**src/rtl/seven_seg_pkg.sv**
```systemverilog
// rtl/seven_seg_pkg.sv - shared segment positions, hex glyphs and scan state encoding
package seven_seg_pkg;

    // Bit positions within the active-low seg_data bus
    localparam int SEG_A_BIT  = 7;
    localparam int SEG_G_BIT  = 1;
    localparam int SEG_DP_BIT = 0;

    localparam logic [7:0] SEG_ALL_OFF = 8'hFF;

    // Active-high glyphs, bit 6 = a ... bit 0 = g
    localparam logic [6:0] GLYPH_0 = 7'h7E;
    localparam logic [6:0] GLYPH_1 = 7'h30;
    localparam logic [6:0] GLYPH_2 = 7'h6D;
    localparam logic [6:0] GLYPH_3 = 7'h79;
    localparam logic [6:0] GLYPH_4 = 7'h33;
    localparam logic [6:0] GLYPH_5 = 7'h5B;
    localparam logic [6:0] GLYPH_6 = 7'h5F;
    localparam logic [6:0] GLYPH_7 = 7'h70;
    localparam logic [6:0] GLYPH_8 = 7'h7F;
    localparam logic [6:0] GLYPH_9 = 7'h7B;
    localparam logic [6:0] GLYPH_A = 7'h77;
    localparam logic [6:0] GLYPH_B = 7'h1F;
    localparam logic [6:0] GLYPH_C = 7'h4E;
    localparam logic [6:0] GLYPH_D = 7'h3D;
    localparam logic [6:0] GLYPH_E = 7'h4F;
    localparam logic [6:0] GLYPH_F = 7'h47;

    typedef enum logic [1:0] {
        SCAN_DEAD = 2'd0,
        SCAN_ON   = 2'd1,
        SCAN_DARK = 2'd2
    } scan_state_e;

    function automatic logic [7:0] seg_pack(input logic [6:0] glyph, input logic dp_on);
        logic [7:0] seg;
        seg = SEG_ALL_OFF;
        seg[SEG_A_BIT:SEG_G_BIT] = ~glyph;
        seg[SEG_DP_BIT] = ~dp_on;
        return seg;
    endfunction

endpackage

```
**src/rtl/seg_glyph.sv**
```systemverilog
// rtl/seg_glyph.sv - combinational hex nibble to a..g glyph decoder
module seg_glyph
    import seven_seg_pkg::*;
(
    input  logic [3:0] nibble_i,
    output logic [6:0] glyph_o
);

    always_comb begin
        glyph_o = GLYPH_0;
        case (nibble_i)
            4'h0: glyph_o = GLYPH_0;
            4'h1: glyph_o = GLYPH_1;
            4'h2: glyph_o = GLYPH_2;
            4'h3: glyph_o = GLYPH_3;
            4'h4: glyph_o = GLYPH_4;
            4'h5: glyph_o = GLYPH_5;
            4'h6: glyph_o = GLYPH_6;
            4'h7: glyph_o = GLYPH_7;
            4'h8: glyph_o = GLYPH_8;
            4'h9: glyph_o = GLYPH_9;
            4'hA: glyph_o = GLYPH_A;
            4'hB: glyph_o = GLYPH_B;
            4'hC: glyph_o = GLYPH_C;
            4'hD: glyph_o = GLYPH_D;
            4'hE: glyph_o = GLYPH_E;
            default: glyph_o = GLYPH_F;
        endcase
    end

endmodule

```
**src/rtl/seven_seg_scanner.sv**
```systemverilog
// rtl/seven_seg_scanner.sv - multiplexed seven-segment scanner with dimming, blink and zero blanking
module seven_seg_scanner
    import seven_seg_pkg::*;
#(
    parameter int NUM_DIGITS   = 8,
    parameter int REFRESH_CNT  = 16384,
    parameter int DEAD_CYCLES  = 64,
    parameter int BLINK_FRAMES = 32
) (
    input  logic                    segclk,
    input  logic                    resetn,
    input  logic                    enable,
    input  logic [4*NUM_DIGITS-1:0] data,
    input  logic [NUM_DIGITS-1:0]   dp_mask,
    input  logic [NUM_DIGITS-1:0]   blink_mask,
    input  logic                    lz_blank,
    input  logic [3:0]              brightness,
    output logic [NUM_DIGITS-1:0]   seg_en,
    output logic [7:0]              seg_data,
    output logic                    frame_tick
);

    localparam int CNT_W = $clog2(REFRESH_CNT);
    localparam int IDX_W = $clog2(NUM_DIGITS);
    localparam int FRM_W = (BLINK_FRAMES > 1) ? $clog2(BLINK_FRAMES) : 1;

    logic [CNT_W-1:0]        cnt_q, cnt_d;
    logic [IDX_W-1:0]        idx_q, idx_d;
    logic [FRM_W-1:0]        fcnt_q, fcnt_d;
    logic                    blink_q, blink_d;

    logic [4*NUM_DIGITS-1:0] data_q, data_d;
    logic [NUM_DIGITS-1:0]   dp_q, dp_d;
    logic [NUM_DIGITS-1:0]   bm_q, bm_d;
    logic                    lz_q, lz_d;
    logic [3:0]              bri_q, bri_d;

    logic [NUM_DIGITS-1:0]   seg_en_q, seg_en_d;
    logic [7:0]              seg_data_q, seg_data_d;
    logic                    tick_q, tick_d;

    logic                    frame_start, cnt_last, idx_last;
    logic [31:0]             on_prod, on_len, cnt_ext;
    scan_state_e             slot_state;
    logic [NUM_DIGITS-1:0]   lz_hide;
    logic                    above_zero;
    logic [3:0]              digit_nib;
    logic [6:0]              digit_glyph;

    assign frame_start = enable && (cnt_q == '0) && (idx_q == '0);
    assign cnt_last    = (cnt_q == CNT_W'(REFRESH_CNT - 1));
    assign idx_last    = (idx_q == IDX_W'(NUM_DIGITS - 1));

    always_ff @(posedge segclk or negedge resetn) begin
        if (!resetn) begin
            cnt_q      <= '0;
            idx_q      <= '0;
            fcnt_q     <= '0;
            blink_q    <= 1'b0;
            data_q     <= '0;
            dp_q       <= '0;
            bm_q       <= '0;
            lz_q       <= 1'b0;
            bri_q      <= '0;
            seg_en_q   <= '0;
            seg_data_q <= SEG_ALL_OFF;
            tick_q     <= 1'b0;
        end else begin
            cnt_q      <= cnt_d;
            idx_q      <= idx_d;
            fcnt_q     <= fcnt_d;
            blink_q    <= blink_d;
            data_q     <= data_d;
            dp_q       <= dp_d;
            bm_q       <= bm_d;
            lz_q       <= lz_d;
            bri_q      <= bri_d;
            seg_en_q   <= seg_en_d;
            seg_data_q <= seg_data_d;
            tick_q     <= tick_d;
        end
    end

    // Position advance; blink phase flips when the last slot of a frame retires
    always_comb begin
        cnt_d   = '0;
        idx_d   = '0;
        fcnt_d  = '0;
        blink_d = 1'b0;
        if (enable) begin
            cnt_d   = cnt_last ? '0 : cnt_q + CNT_W'(1);
            idx_d   = idx_q;
            fcnt_d  = fcnt_q;
            blink_d = blink_q;
            if (cnt_last) begin
                idx_d = idx_last ? '0 : idx_q + IDX_W'(1);
                if (idx_last) begin
                    if (fcnt_q == FRM_W'(BLINK_FRAMES - 1)) begin
                        fcnt_d  = '0;
                        blink_d = ~blink_q;
                    end else begin
                        fcnt_d = fcnt_q + FRM_W'(1);
                    end
                end
            end
        end
    end

    // Shadow path feeds the output decode directly so the frame-start slot sees fresh values
    always_comb begin
        data_d = data_q;
        dp_d   = dp_q;
        bm_d   = bm_q;
        lz_d   = lz_q;
        bri_d  = bri_q;
        if (frame_start) begin
            data_d = data;
            dp_d   = dp_mask;
            bm_d   = blink_mask;
            lz_d   = lz_blank;
            bri_d  = brightness;
        end
    end

    always_comb begin
        cnt_ext = 32'(cnt_q);
        on_prod = 32'(REFRESH_CNT - DEAD_CYCLES) * (32'(bri_d) + 32'd1);
        on_len  = on_prod >> 4;
        if (on_len == 32'd0) begin
            on_len = 32'd1;
        end
        if (cnt_ext < 32'(DEAD_CYCLES)) begin
            slot_state = SCAN_DEAD;
        end else if (cnt_ext < 32'(DEAD_CYCLES) + on_len) begin
            slot_state = SCAN_ON;
        end else begin
            slot_state = SCAN_DARK;
        end
    end

    // A digit is a leading zero when it and every digit above it are zero
    always_comb begin
        lz_hide    = '0;
        above_zero = 1'b1;
        for (int i = NUM_DIGITS - 1; i >= 0; i--) begin
            above_zero = above_zero && (data_d[4*i +: 4] == 4'h0);
            lz_hide[i] = above_zero && (i != 0);
        end
    end

    assign digit_nib = data_d[{idx_q, 2'b00} +: 4];

    seg_glyph u_glyph (
        .nibble_i (digit_nib),
        .glyph_o  (digit_glyph)
    );

    always_comb begin
        seg_en_d   = '0;
        seg_data_d = SEG_ALL_OFF;
        tick_d     = frame_start;
        if (enable && slot_state == SCAN_ON) begin
            seg_en_d[idx_q] = 1'b1;
            if (blink_q && bm_d[idx_q]) begin
                seg_data_d = SEG_ALL_OFF;
            end else if (lz_d && lz_hide[idx_q]) begin
                seg_data_d = seg_pack(7'h00, dp_d[idx_q]);
            end else begin
                seg_data_d = seg_pack(digit_glyph, dp_d[idx_q]);
            end
        end
    end

    assign seg_en     = seg_en_q;
    assign seg_data   = seg_data_q;
    assign frame_tick = tick_q;

endmodule
```
**config.mk**
```make
export PLATFORM = sky130hd
export DESIGN_NAME = seven_seg_scanner
export DESIGN_NICKNAME = d
export VERILOG_FILES = /design/src/rtl/seven_seg_pkg.sv /design/src/rtl/seg_glyph.sv /design/src/rtl/seven_seg_scanner.sv
export SDC_FILE = /design/constraint.sdc
export NUM_CORES = 1
export LEC_CHECK = 0
export CORE_MARGIN = 8
export CORE_UTILIZATION = 49
export DETAILED_ROUTE_END_ITERATION = 8
export MAX_ROUTING_LAYER = met4
export PLACE_DENSITY = 0.76
export SYNTH_ARGS = -nofsm -noshare
export SYNTH_HDL_FRONTEND = slang
export SYNTH_HIERARCHICAL = 1
export SYNTH_SLANG_ARGS = --single-unit
```
**constraint.sdc**
```tcl
create_clock -name segclk -period 22 [get_ports segclk]
set_input_delay 6.6 -clock segclk [delete_from_list [all_inputs] [get_ports segclk]]
set_output_delay 6.6 -clock segclk [all_outputs]
set_load 0.03 [all_outputs]
```
== After elaboration in Yosys (flattened, before gate mapping) ==
Memories as Yosys holds them, arrays and structs flattened.
Index checks and enable logic that the tools add are counted.
W data, S select, Z words.

* Register bits: 93
* Bits in read-only memories: 112
* Input bits: 56
* Output and inout bits: 17
* Word-level logic and storage cells: 91
* Memories: 1

* $add $sub $neg: 5
* Multiply operators: 1
* $lt $le $gt $ge: 4
* Equality and inequality tests: 7
* Shifts and indexed selects: 1
* Mux-type cells: 33
* Bitwise logic cells: 3
* Reduce and logical (&&, ||, !) cells: 24

{| class="wikitable"
|+ Memories
! name !! words !! bits a word !! rd ports !! clocked after Yosys merged registers in !! write ports !! line !! source
|-
| (name not given) || 16 || 7 || 1 || 0 || 0 || seg_glyph.sv:11 || <nowiki>case (nibble_i)</nowiki>
|}

{| class="wikitable"
|+ Operators with widths
! operator !! count
|-
| $mux W8 || 6
|-
| $add A7 B32 Y32 const A || 1
|-
| $logic_not A32 Y1 || 1
|-
| $lt A14 B32 Y1 || 1
|-
| $mux W32 || 1
|-
| $shiftx A32 B6 Y4 || 1
|-
| $logic_not A4 Y1 || 7
|-
| $mux W14 || 2
|-
| $mux W5 || 4
|-
| $mux W15 || 1
|-
| $add A14 B1 Y14 const B || 1
|-
| $eq A14 B14 Y1 const B || 1
|-
| $logic_not A14 Y1 || 1
|-
| $lt A14 B7 Y1 const B || 1
|-
| $mul A8 B5 Y13 const A || 1
|-
| $logic_and A1 B1 Y1 || 12
|-
| $bmux W1 S3 || 3
|-
| $mux W1 || 9
|-
| $mux W3 || 3
|-
| $not A7 Y7 || 1
|-
| $ne A2 B1 Y1 const B || 3
|-
| $add A4 B1 Y5 const B || 1
|-
| $add A5 B1 Y5 const B || 1
|-
| $eq A5 B5 Y1 const B || 1
|-
| other kinds (12) || 14
|}

== Depth between registers and ports, before layout ==
* Depth in word-level cells: 17
* Gate-level depth with buffers: 38
* Depth with buffers taken out: 30

== Modules after synthesis ==
Netlist, hierarchy kept.

{| class="wikitable"
|+ By module, submodules not included
! module !! times used !! cells each !! area an instance (um^2) !! sequential area each (um^2)
|-
| seven_seg_scanner || 1 || 613 || 5959.5 || 2337.2
|-
| seg_glyph || 1 || 33 || 290.3 || 0.0
|}

== Worst setup path after synthesis ==
Ideal clock, no wire load.

* Kind: input -> register
* Start: in enable
* End: reg seg_data_q[6] (netlist: seg_data[6])
* Library setup time: 0.094 ns
* Data arrival time: 14.829 ns
* Required time: 21.906 ns
* Setup slack: 7.077 ns
* Cell stages on the path: 34
* Path buffers: 6
* Cell sequence: or4b_1 > or4_4 > buf_6 > inv_6 > buf_12 > clkbuf_1 > buf_2 > mux2i_1 > inv_1 > ha_1 > xor2_1 > inv_1 > fa_1 > inv_1 > fa_1 > inv_1 > fa_1 > ha_1 > clkbuf_1 > and3_1 > a211o_1 > o41ai_1 > a211o_1 > nand4_1 > nand2_1 > xnor2_1 > ha_1 > nor2b_1 > o21ai_0 > nand2_1 > o22a_1 > o221a_4 > buf_6 > or4_1

* Elaborated cells on any way between the ends: 41
* Those cells by class: add/sub: 2; mul: 1; order compare: 1; eq/ne: 1; shift: 1; mux: 14; bitwise: 1; reduce/logical: 19; memory: 1

{| class="wikitable"
|+ RTL lines
! what !! line !! source
|-
| start, declared || seven_seg_scanner.sv:12 || <nowiki>input logic enable,</nowiki>
|-
| $logic_and A1 B1 Y1 * (2 in a row) || seven_seg_scanner.sv:50 || <nowiki>assign frame_start = enable && (cnt_q == '0) && (idx_q == '0);</nowiki>
|-
| net frame_start || seven_seg_scanner.sv:42 || <nowiki>logic frame_start, cnt_last, idx_last;</nowiki>
|-
| $mux W4 * || seven_seg_scanner.sv:116 || <nowiki>if (frame_start) begin</nowiki>
|-
| net bri_d[0] || seven_seg_scanner.sv:36 || <nowiki>logic [3:0] bri_q, bri_d;</nowiki>
|-
| $add A4 B1 Y5 * || seven_seg_scanner.sv:127 || <nowiki>on_prod = 32'(REFRESH_CNT - DEAD_CYCLES) * (32'(bri_d) + 32'd1);</nowiki>
|-
| $mul A8 B5 Y13 * || seven_seg_scanner.sv:127 ||
|-
| $logic_not A32 Y1 || seven_seg_scanner.sv:129 || <nowiki>if (on_len == 32'd0) begin</nowiki>
|-
| $mux W15 * || seven_seg_scanner.sv:129 ||
|-
| $add A7 B32 Y32 * || seven_seg_scanner.sv:134 || <nowiki>end else if (cnt_ext < 32'(DEAD_CYCLES) + on_len) begin</nowiki>
|-
| $lt A14 B32 Y1 * || seven_seg_scanner.sv:134 ||
|-
| $mux W2 * || seven_seg_scanner.sv:134 ||
|-
| $mux W2 * || seven_seg_scanner.sv:132 || <nowiki>if (cnt_ext < 32'(DEAD_CYCLES)) begin</nowiki>
|-
| $eq A2 B1 Y1 * || seven_seg_scanner.sv:162 || <nowiki>if (enable && slot_state == SCAN_ON) begin</nowiki>
|-
| $logic_and A1 B1 Y1 * || seven_seg_scanner.sv:162 ||
|-
| $mux W8 * || seven_seg_scanner.sv:162 ||
|-
| net seg_data_d[6] || seven_seg_scanner.sv:39 || <nowiki>logic [7:0] seg_data_q, seg_data_d;</nowiki>
|-
| end signal, assigned || seven_seg_scanner.sv:79 || <nowiki>seg_data_q <= seg_data_d;</nowiki>
|-
| end, declared || seven_seg_scanner.sv:39 ||
|}

The timed path passes the listed nets; every way through them passes the cells marked *. The select of a mux whose other input is x is not followed.
A chain may end at the register's enable or synchronous reset.

== Worst setup path in the final report ==
* Start: in enable
* End: reg seg_data_q[2] (netlist: seg_data[2])

* Elaborated cells on any way between the ends: 41
* Those cells by class: add/sub: 2; mul: 1; order compare: 1; eq/ne: 1; shift: 1; mux: 14; bitwise: 1; reduce/logical: 19; memory: 1

{| class="wikitable"
|+ RTL lines
! what !! line
|-
| $logic_and A1 B1 Y1 * (2 in a row) || seven_seg_scanner.sv:50
|-
| $mux W4 * || seven_seg_scanner.sv:116
|-
| net bri_d[0] || seven_seg_scanner.sv:36
|-
| $add A4 B1 Y5 * || seven_seg_scanner.sv:127
|-
| $mul A8 B5 Y13 * || seven_seg_scanner.sv:127
|-
| $logic_not A32 Y1 || seven_seg_scanner.sv:129
|-
| $mux W15 * || seven_seg_scanner.sv:129
|-
| $add A7 B32 Y32 * || seven_seg_scanner.sv:134
|-
| $lt A14 B32 Y1 * || seven_seg_scanner.sv:134
|-
| $mux W2 * || seven_seg_scanner.sv:134
|-
| $mux W2 * || seven_seg_scanner.sv:132
|-
| $eq A2 B1 Y1 * || seven_seg_scanner.sv:162
|-
| $logic_and A1 B1 Y1 * || seven_seg_scanner.sv:162
|-
| $mux W8 * || seven_seg_scanner.sv:162
|-
| net seg_data_d[2] || seven_seg_scanner.sv:39
|}

Marks and branches as above.

==> flow_metrics.tcl <==
set metrics [dict create \
    post_drt_wl_per_cell_um 17.0 \
    async_reset_ff_share_pct 100 \
    critPathCaptureType "flip-flop" \
    cp.arrival_ps 16370 \
    die_w_um 129 \
    synthFlopType "dfrtp_1" \
    layout-drive-gt1-share_pct 10.4 \
    critPathLaunch "enable" \
    vias 4924 \
    ios 73 \
    worst-r2r-cell-count 29 \
    io_buffers 72 \
    avgSynthCellArea_sq_um 9.67 \
    cts_made_buffers 9 \
    synthDistinctLibCells 68 \
    r2r_start "idx_q[1]" \
    dieArea_sq_um 16600 \
    synth_edf_count 0 \
    syn_nets 764 \
    synth_top_area_share_pct 34.0 \
    ys_top_cells_by_count "nand2_1, dfrtp_1, ha_1, inv_1, nor2_1" \
    grt_max_degree 54 \
    start_util_pct 49.9 \
    worstPathRequired_ps 22240 \
    clk_latency_ps 340 \
    postRouteAntennaNets 0 \
    crit_path_end "seg_data[2]" \
    cts_setup_buffers 0 \
    synth_area_sq_um 6250 \
    ys_seq_elements 93 \
    period_needed_ps 16130 \
    ys_seq_area_share_pct 37.4 \
    syn-instance-count 646 \
    yosys.area.top_type "dfrtp_1" \
    fin_setup_tns_ps 0 \
    grt_pass1_vias 4993 \
    min_path_type "flip-flop to flip-flop" \
    slew_headroom_pct 29.2 \
    regToRegEndpoint "seg_data[2]" \
    dr.pass1.iters 4 \
    final.period_utilization_pct 73.3 \
    cts_root_buffer "clkbuf_16" \
    synth_top_cells_by_area "dfrtp_1, ha_1, nand2_1" \
    cts_tree "built" \
    r2r_slack_ps 11620 \
    setup_viol 0 \
    cts_sinks 93 \
    core_sq_um 12500 \
    worst-slew-pin-transition_ps 1060 \
    htreeDepth 3 \
    ctsResizeCount 0 \
    dpl.hpwl_um 11500 \
    nNetsFinal 824 \
    drc 0 \
    path_max_fanout 53 \
    min_from "data_q[3]" \
    yosysMostFrequentCell "nand2_1" \
    grt_antenna_before_repair 0 \
    syn_to_final_growth_pct 18.1 \
    drv_cap 0 \
    fp-row-count 41 \
    grt.overflow.total 0 \
    startpoint_type "primary input" \
    grt_pass1_wl_um 24800 \
    timing.fmax_ghz 0.0620 \
    final_hold_viol_count 0 \
    grt_setup_unrepaired "no" \
    clk_path_buf_depth 2 \
    outcome "complete, no violations" \
    antennaDiodeCount 0 \
    initialDrtViolationCount 329 \
    clk_pin_slew_ps 70 \
    ys_warn_count 6 \
    gp_routability_congestion 0.842 \
    vias_per_cell 5.58 \
    clock_skew_ps 8.31 \
    worstSetupPathType "primary input to flip-flop" \
    die_h_um 129 \
    cts_hold_buf 0 \
    grt.total_usage_pct 19.2 \
    slew_violations 0 \
    wl_um 15000 \
]
==> worst min path at each step <==
stage               depth (start not counted)  slack [ps]   endpoint
floorplan                                   2         440  data_q[3]
detailed placement                          2         460    bm_q[7]
finish                                      2         480  data_q[3]
global route                                2         490    bm_q[7]
CTS                                         2         480    bm_q[7]
global placement                            2         460    bm_q[7]
==> layout make-up <==
type | count | area [sq um]
clock buffers | 9 | 225
multi-input cells | 476 | 3570
repair buffers | 74 | 733
flip-flops and latches | 93 | 2340
well taps | 172 | 215
fillers | 1095 | 5140
clock inverters | 7 | 97.6
inverters | 52 | 200
==> cells in the final DEF (no fill, tap or decap), types with 4 or more instances in the layout <==
cell type          n
ha_1              51
nor2_1            35
a21oi_1           17
nand2_1          103
mux2i_1           18
and3_1            10
o41ai_1            5
nand2b_1           4
o21ai_0           11
inv_1             50
nand3_1           23
nand4_1            6
clkbuf_16          9
nor4_1             5
xnor2_1           15
dfstp_2            8
and2_1            10
clkdlybuf4s50_1   71
a211oi_1           6
nor3_1            16
a21o_1             7
or4_1             13
o21a_1             5
xor2_1            10
nor2b_1            7
fa_1              11
dfrtp_1           85
mux2_2            33
==> state kept, by name (all words and copies together) (netlist names) <==
signal / cells
data_q: 32
cnt_q: 14
bm_q: 8
dp_q: 8
seg_data: 8
seg_en: 8
fcnt_q: 5
bri_q: 4
idx_q: 3
blink_q: 1
frame_tick: 1
lz_q: 1
==> per-layer routing <==
| metal | GRT usage [%] | part of all wire (%) | up-vias |
|---|---|---|---|
| met1 | 21.9 | 42 | 2413 |
| met4 | 6.91 | 2.4 | 0 |
| met2 | 33.4 | 51 | 119 |
| met3 | 2.98 | 4.5 | 22 |
| met5 | - | 0 | - |
| li1 | - | - | 2370 |
==> critical path, stage by stage <==
cell and delay (ps):
clkdlybuf4s50_1 870, or4b_1 490, or4_4 750, inv_6 330, mux2i_1 830, inv_1 330, ha_1 350, xor2_1 290
inv_1 140, fa_1 530, inv_1 110, fa_1 630, inv_1 80, fa_1 480, ha_1 410, and3_1 200
a211o_1 340, o41ai_1 260, a211o_1 200, nand4_1 190, nand2_1 120, xnor2_1 120, ha_1 260, nor2b_1 130
o21ai_0 230, nand4_1 170, o221a_4 350, or4_1 560
==> metrics by stage <==
stage / setup slack [ps] / instance area [sq um] / utilization, % / cells / hold WS, ps
finish: 5870 / 7380 / 59.0 / 883 / 476
global route: 5120 / 7380 / 59.0 / 883 / 491
CTS: 5820 / 7380 / 59.0 / 883 / 479
detailed placement: 5490 / 7060 / 56.4 / 867 / 463
global placement: 5810 / 7060 / 56.4 / 867 / 457
floorplan: 7080 / 6250 / - / 646 / 436
==> cells by family after synthesis <==
| logic type | share of synthesized area, % |
|---|---|
| DFF | 37.4 |
| adders and majority gates | 13.7 |
| buffers and inverters | 5.47 |
| xor gates and xnor gates | 3.50 |
| AOI/OAI and AO/OA | 9.41 |
| muxes | 10.8 |
| and+or+nand+nor | 19.7 |
Power is not shown: default switching activity piles up to over one toggle a cycle in this logic, so the estimate is an artifact.
